### src/rtl/sprite_ctrl_pkg.sv
// rtl/sprite_ctrl_pkg.sv - shared states, screen geometry and step width for the sprite controller
package sprite_ctrl_pkg;

   typedef enum logic [1:0] {
      IDLE   = 2'd0,
      MOVING = 2'd1,
      POPPED = 2'd2
   } state_e;

   localparam int SCREEN_W_PX    = 1280;
   localparam int SCREEN_H_PX    = 720;
   localparam int SPRITE_W_PX    = 256;
   localparam int SPRITE_H_PX    = 256;
   localparam int SPAWN_X        = 512;
   localparam int SPAWN_Y        = 232;
   localparam int POP_FRAMES_DEF = 30;

   localparam int STEP_W = 12;
   localparam int SPD_W  = 4;
   localparam int X_W    = 11;
   localparam int Y_W    = 10;

endpackage

### src/rtl/bounce_axis.sv
// rtl/bounce_axis.sv - one axis of bouncing motion: position, direction, step/clamp/flip
module bounce_axis
   import sprite_ctrl_pkg::*;
#(
   parameter int MAX   = 1024,
   parameter int INIT  = 512,
   parameter int OUT_W = 11
) (
   input  logic             clk,
   input  logic             rst_n,
   input  logic             step_en,
   input  logic             respawn,
   input  logic [SPD_W-1:0] spd_in,
   output logic [OUT_W-1:0] pos_out
);

   localparam logic signed [STEP_W-1:0] MAX_S  = STEP_W'(MAX);
   localparam logic signed [STEP_W-1:0] ZERO_S = '0;

   logic [OUT_W-1:0]         pos_q, pos_d;
   logic                     dir_neg_q, dir_neg_d;
   logic signed [STEP_W-1:0] pos_s, spd_s, n;

   always_comb begin
      pos_d     = pos_q;
      dir_neg_d = dir_neg_q;
      pos_s     = {{(STEP_W-OUT_W){1'b0}}, pos_q};
      spd_s     = {{(STEP_W-SPD_W){1'b0}}, spd_in};
      n         = dir_neg_q ? pos_s - spd_s : pos_s + spd_s;
      if (respawn) begin
         pos_d     = OUT_W'(INIT);
         dir_neg_d = 1'b0;
      end else if (step_en && spd_in != '0) begin
         // zero speed is excluded above so a stationary sprite never flips
         if (n >= MAX_S) begin
            pos_d     = OUT_W'(MAX);
            dir_neg_d = 1'b1;
         end else if (n <= ZERO_S) begin
            pos_d     = '0;
            dir_neg_d = 1'b0;
         end else begin
            pos_d = n[OUT_W-1:0];
         end
      end
   end

   always_ff @(posedge clk) begin
      if (!rst_n) begin
         pos_q     <= OUT_W'(INIT);
         dir_neg_q <= 1'b0;
      end else begin
         pos_q     <= pos_d;
         dir_neg_q <= dir_neg_d;
      end
   end

   assign pos_out = pos_q;

endmodule

### src/rtl/sprite_motion_ctrl.sv
// rtl/sprite_motion_ctrl.sv - per-frame sprite motion, pop timing and respawn control
module sprite_motion_ctrl
   import sprite_ctrl_pkg::*;
#(
   parameter int WIDTH      = SPRITE_W_PX,
   parameter int HEIGHT     = SPRITE_H_PX,
   parameter int SCREEN_W   = SCREEN_W_PX,
   parameter int SCREEN_H   = SCREEN_H_PX,
   parameter int X0         = SPAWN_X,
   parameter int Y0         = SPAWN_Y,
   parameter int POP_FRAMES = POP_FRAMES_DEF
) (
   input  logic             pixel_clk_in,
   input  logic             rst_n_in,
   input  logic             new_frame_in,
   input  logic             enable_in,
   input  logic [SPD_W-1:0] dx_in,
   input  logic [SPD_W-1:0] dy_in,
   input  logic             pop_trigger_in,
   output logic [X_W-1:0]   x_out,
   output logic [Y_W-1:0]   y_out,
   output logic             pop_out,
   output logic             popping_out
);

   localparam int CNT_W = (POP_FRAMES > 1) ? $clog2(POP_FRAMES) : 1;

   state_e           state_q, state_d;
   logic             latch_q, latch_d;
   logic             pop_q, pop_d;
   logic [CNT_W-1:0] cnt_q, cnt_d;
   logic             hit, step_en, respawn;

   always_comb begin
      state_d = state_q;
      pop_d   = pop_q;
      cnt_d   = cnt_q;
      step_en = 1'b0;
      respawn = 1'b0;
      // a trigger coinciding with the frame pulse counts for this update
      hit     = latch_q | pop_trigger_in;
      latch_d = hit;
      if (new_frame_in) begin
         latch_d = 1'b0;
         case (state_q)
            IDLE: begin
               if (enable_in) state_d = MOVING;
            end
            MOVING: begin
               if (hit) begin
                  state_d = POPPED;
                  pop_d   = 1'b1;
                  cnt_d   = CNT_W'(POP_FRAMES - 1);
               end else if (!enable_in) begin
                  state_d = IDLE;
               end else begin
                  step_en = 1'b1;
               end
            end
            POPPED: begin
               if (cnt_q != '0) begin
                  cnt_d = cnt_q - 1'b1;
               end else begin
                  respawn = 1'b1;
                  pop_d   = 1'b0;
                  state_d = MOVING;
               end
            end
            default: state_d = IDLE;
         endcase
      end
   end

   always_ff @(posedge pixel_clk_in) begin
      if (!rst_n_in) begin
         state_q <= IDLE;
         latch_q <= 1'b0;
         pop_q   <= 1'b0;
         cnt_q   <= '0;
      end else begin
         state_q <= state_d;
         latch_q <= latch_d;
         pop_q   <= pop_d;
         cnt_q   <= cnt_d;
      end
   end

   bounce_axis #(.MAX(SCREEN_W - WIDTH), .INIT(X0), .OUT_W(X_W)) u_axis_x (
      .clk     (pixel_clk_in),
      .rst_n   (rst_n_in),
      .step_en (step_en),
      .respawn (respawn),
      .spd_in  (dx_in),
      .pos_out (x_out)
   );

   bounce_axis #(.MAX(SCREEN_H - HEIGHT), .INIT(Y0), .OUT_W(Y_W)) u_axis_y (
      .clk     (pixel_clk_in),
      .rst_n   (rst_n_in),
      .step_en (step_en),
      .respawn (respawn),
      .spd_in  (dy_in),
      .pos_out (y_out)
   );

   assign pop_out     = pop_q;
   assign popping_out = (state_q == POPPED);

endmodule

### config.mk
export PLATFORM = sky130hd
export DESIGN_NAME = sprite_motion_ctrl
export DESIGN_NICKNAME = d
export VERILOG_FILES = /design/src/rtl/sprite_ctrl_pkg.sv /design/src/rtl/bounce_axis.sv /design/src/rtl/sprite_motion_ctrl.sv
export SDC_FILE = /design/constraint.sdc
export NUM_CORES = 1
export LEC_CHECK = 0
export ABC_AREA = 1
export BUFFER_PORTS_ARGS = -buffer_cell sky130_fd_sc_hd__buf_2
export CORE_ASPECT_RATIO = 0.9
export CORE_MARGIN = 5
export CORE_UTILIZATION = 50
export DETAILED_ROUTE_END_ITERATION = 7
export PLACE_DENSITY = 0.74
export SLEW_MARGIN = 30
export SYNTH_ARGS = -nofsm -noshare
export SYNTH_HDL_FRONTEND = slang
export SYNTH_SLANG_ARGS = --single-unit
### constraint.sdc
create_clock -name pixel_clk_in -period 3.9 [get_ports pixel_clk_in]
set_input_delay 0.39 -clock pixel_clk_in [delete_from_list [all_inputs] [get_ports pixel_clk_in]]
set_output_delay 0.39 -clock pixel_clk_in [all_outputs]
set_load 0.01 [all_outputs]
# Yosys cells after proc, flatten, opt, wreduce, memory -nomap -nowiden
# Index checks and enable logic that the tools add are counted.
# Widths: inputs -> output; s select.
# totals
latchBits	0
n_memories	0
register_bits	32
inputBits	13
rom_bits	0
ram_bits	0
word_cells	70
# classes
addsub	5
n_eq_ne	7
n_bitwise	2
order_cmp	4
n_shift	0
n_mul	0
mux	28
reduce_logical	16
div	0
# ops
cell	n
$le 12x1->1 const B	2
$mux 12	2
$mux 11	2
$mux 10	2
$mux 1	13
$add 11x4->12	1
$ge 12x10->1 const B	1
$ge 12x12->1 const B	1
$reduce_and 4->1	3
$sub 11x4->12	1
$add 10x4->11	1
$sub 10x4->11	1
$mux 5	2
$pmux 5 s2	1
$mux 2	4
$reduce_bool 4->1	2
$ne 2x2->1 const B	3
$pmux 2 s3	1
$reduce_bool 2->1	3
$reduce_bool 5->1	1
$sub 5x1->5 const B	1
$reduce_and 2->1	2
$reduce_or 2->1	2
$ne 3x3->1 const B	1
8 further kinds	9

# Depth between registers and ports, before layout
# depth
ltp_word	6
depth_mapped	21
depth_no_buf	21

# By module
# A second synthesis with hierarchy kept.
# unflattened
hier_cells	492
area_unflattened_um2	3179.3
# modules_own_cells
module	cells_each	area_per_inst_um2	instances
bounce_axis at u_axis_x	212	1358.8	1
bounce_axis at u_axis_y	195	1232.4	1
sprite_motion_ctrl	85	588.1	1

# Worst setup path after synthesis
# Ideal clock, no wire load.
# synth_timing
kind	input-to-reg
from	input dx_in[1]
to	register u_axis_x.pos_q[0] (netlist: u_axis_x.pos_out[0])
t_arrival_ns	2.744
cell_stages	19
required_ns	3.828
slack_ns	1.084
path_cell_list	inv_1 -> ha_1 -> inv_1 -> or2_2 -> o21ai_0 -> ha_1 -> a21oi_1 -> o21ai_2 -> nor2_2 -> o21bai_4 -> nand2_2 -> nand2_1 -> nand2_2 -> nand2_2 -> nor2_4 -> nand2_2 -> nor2_4 -> nand2_1 -> a21oi_1
# synth_via
elab_chain_cells	5
elab_cells_between_ends	9
cone_classes	2 x add/sub; 2 x order compare; 3 x mux; 2 x reduce/logical
# synth_rtl
item	line_no	source
from (decl)	sprite_motion_ctrl.sv:17	input logic [SPD_W-1:0] dx_in,
$add 11x4->12 / $sub 11x4->12 (equally long branches)	bounce_axis.sv:29	n = dir_neg_q ? pos_s - spd_s : pos_s + spd_s;
$mux 12	bounce_axis.sv:29	
$le 12x1->1	bounce_axis.sv:38	end else if (n <= ZERO_S) begin
$mux 11	bounce_axis.sv:38	
$mux 11	bounce_axis.sv:35	if (n >= MAX_S) begin
to (signal assigned)	bounce_axis.sv:49	pos_q <= OUT_W'(INIT);
to (signal assigned)	bounce_axis.sv:52	pos_q <= pos_d;
to (decl)	bounce_axis.sv:20	logic [OUT_W-1:0] pos_q, pos_d;
# Parallel ways exist; a longest one is shown, timed or not.
# A chain may end at the register's enable or synchronous reset.

# Final worst setup path
# layout_timing
from	input dx_in[1]
to	register u_axis_x.pos_q[7] (netlist: u_axis_x.pos_out[7])
# Same word-level chain as after synthesis.

==> summary.md <==
| Metric | Value |
|---|---|
| Status | `finished, final reports clean` |
| Simple-gate share of the synthesized area | `0.3758` |
| Compound-Gate Fraction of Synth Area | `0.1358` |
| Setup bufs post-CTS | `0` |
| Power Dens Cells | `271.4 nW/um^2` |
| Clock sinks | `32` |
| Yosys top cell by area | `dfxtp_1` |
| CTS resizes | `0` |
| Synth async-reset ratio | `0` |
| Largest net degree at the start of global routing | `24` |
| CTS Hold Bufs | `0` |
| Share of post-route cells with drive strength above 1 | `0.1910` |
| Min-Delay Path Class | `primary input to flop` |
| Routed via count | `2906` |
| Cell Count, Final, Fillers Out | `557` |
| Routed len/inst | `12.27 um` |
| RSZ-0062 raised after global routing | `no` |
| Period utilization | `0.7957` |
| CP Capture Type | `flop` |
| ANT nets after route | `0` |
| Largest family of logic cells by synthesized area | `simple AND/OR/NAND/NOR gates` |
| Residual DRC count | `0` |
| Gr ovfl total | `0` |
| Area contributors post-synth | `dfxtp_1 22%, nand2_1 16%, ha_1 11%, inv_1 7.6%, a21oi_1 5.2%` |
| Max-slew headroom | `0.4711` |
| Clk root buf | `clkbuf_8` |
| Most common cell after layout, fill and taps aside | `nand2_1` |
| Max Cap Viol | `0` |
| TritonCTS Buffers | `5` |
| Yosys top cell area share | `0.2167` |
| WP buf/inv | `4` |
| CTS clk-pin slew, worst paths | `0.07 ns` |
| Most frequent cells in the layout | `123 x nand2_1, 60 x inv_1, 35 x nor2_1, 35 x buf_2, 32 x dfxtp_1` |
| Slew @ Worst Pin | `0.7924 ns` |
| DPL Wire Length | `5.540 mm` |
| Initial Util | `0.5164` |
| Arr. time, crit path | `3.30 ns` |
| Final setup vio count | `0` |
| Chip width | `91.06 um` |
| Syn_area_per_cell | `6.541 um^2` |
| Top Ports | `36` |
| Clock Skews | `0.004468 ns` |
| Max Root-Sink Buffers | `2` |
| TritonCTS clock tree | `done` |
| Clk_lat worst skew | `0.28 ns` |
| Synthesized cell area | `2957 um^2` |
| Layout area overhead | `11.72%` |
| Row count | `26` |
| 1st-pass router iterations | `5` |
| Fin. max-slew vios | `0` |
| Static leakage | `0.001669 uW` |
| Synth Warn # | `0` |
| H-tree Lvls | `2` |
| Fin. Hold Viols | `0` |
| Filler Cell Count | `551` |
| Post-DR vias/cell | `5.217` |
| Largest delay contributor family on the critical path | `compound AO/OA/AOI/OAI gates` |
| Post-route minimum period | `3.103 ns` |
| Global-route wire length before repair | `12.03 mm` |
| Vias in the first global route | `2687` |
| Fin Setup TNS | `0 ns` |
| Final #Nets | `529` |
| Synth Flop Type | `dfxtp_1` |
| Synth Area in XOR/XNOR | `0.03512` |
| Initial antenna violation count | `0` |
| GRT Resource Usage Total | `0.1822` |
| Maximum vdd drop | `0.0002755 V` |
| Critical Path RT | `4.10 ns` |
| Critical path's largest stage delay | `0.45 ns` |
| Initial DRC Count | `175` |
| IO Port Bufs | `35` |
| Sequential-to-total area share from yosys stat | `0.2167` |
| Final WL | `6.835 mm` |
| Crit path launch type | `primary input` |
| Crit path cell chain | `buf_2 > inv_1 > ha_1 > inv_1 > or2_2 > o21ai_0 > ha_1 > inv_1 > o21bai_1 > a221oi_1 > nand2_1 > nand2_2 > nand2_2 > nor2_4 > nand2_2 > nor2_4 > nand2_1 > a21oi_1` |
| DP Cell Count | `549` |
| Core Box Area | `5725 um^2` |
| Max FO, Critical Path | `9` |
| Max Clk Rate | `322.2 MHz` |
| CP max stage cell | `o21ai_0` |
| Die height | `82.95 um` |
| Post-synth EDFFs | `0` |
| Flops & latches, synth | `32` |
| Adder-Cell Fraction of Synth Area | `0.1346` |
| CP Class | `primary input to flop` |
| Cells after Synth | `452` |
| Die Area | `7553 um^2` |
| Post-synthesis mux area share | `0` |
| Syn nets | `495` |
| Routability-driven placement congestion ratio | `0.8907` |
| # diodes | `0` |
| Yosys cell types | `41` |
-- final timing paths --
check                                        from                          endpoint  slack, ns  depth (start not counted)
setup / recovery                         dx_in[1]  u_axis_x.pos_out[7]$_SDFFE_PP0P_       0.80                         18
hold / removal                       new_frame_in                latch_q$_SDFF_PP0_       0.35                          2
setup reg to reg  u_axis_x.dir_neg_q$_SDFFE_PP0P_  u_axis_x.pos_out[7]$_SDFFE_PP0P_       1.19                         14
hold reg to reg             cnt_q[1]$_SDFFE_PN0P_             cnt_q[1]$_SDFFE_PN0P_       0.47                          2
-- cell families (layout without fill, tap and decap cells) --
group / Yosys count / after routing
flops: 32 / 32
fa+ha+maj: 30 / 30
xor+xnor: 11 / 11
buf+inv: 77 / 112
compound gates: 66 / 66
simple gates: 236 / 236
-- sequential cells by signal, indices dropped and copies added, names as in the netlist --
name	flops
u_axis_x.pos_out	11
u_axis_y.pos_out	10
cnt_q	5
state_q	2
latch_q	1
pop_out	1
u_axis_x.dir_neg_q	1
u_axis_y.dir_neg_q	1
-- cells in the mapped netlist (4+ instances only) --
cell and number:
nor3_1 5, inv_1 60, inv_2 9, xor2_1 6, dfxtp_1 32, nand3_1 27, nor2_1 35, nand4_1 8
a21oi_1 31, a21oi_2 7, nor2_4 4, nand2_1 123, xnor2_1 4, o21ai_0 12, ha_1 27, nand3b_1 4
clkbuf_1 4, nand3_2 5, nand2_2 14
-- routing by layer --
metal / part of all wire / track usage
met1: 0.49 / 0.2581
met2: 0.45 / 0.2883
met3: 0.056 / 0.03436
met4: 0.0086 / 0.03467
met5: 0 / 0
-- power breakdown --
part / leakage (uW) / internal, uW / total (uW) / switching (uW)
clock: 0.0000645 / 225 / 350 / 125
sequential: 0.000260 / 344 / 358 / 14.0
combinational: 0.00135 / 68.3 / 188 / 120
-- per-stage QoR --
step / area [um^2] / hold slack, ns / setup WS (ns) / util / power, uW
CTS: 3303 / 0.3365 / 0.8332 / 0.5769 / 905.4
floorplan: 2957 / 0.4307 / 1.084 / - / 506.5
detailed placement: 3177 / 0.4571 / 0.5422 / 0.5549 / 552.0
global placement: 3177 / 0.4435 / 0.7119 / 0.5549 / 547.0
global route: 3303 / 0.3746 / 0.5035 / 0.5769 / 951.9
finish: 3303 / 0.3475 / 0.7966 / 0.5769 / 896.4
-- area by class of cell --
type | instances | area (um^2) | area share
multi-input cells | 343 | 2014 | 0.6098
flip-flops and latches | 32 | 640.6 | 0.1939
inverters | 69 | 259.0 | 0.07841
repair buffers | 35 | 175.2 | 0.05303
clock buffers | 7 | 96.34 | 0.02917
well taps | 70 | 87.58 | 0.02652
clock inverters | 1 | 30.03 | 0.009091
Power figures use the tool's default switching activity.
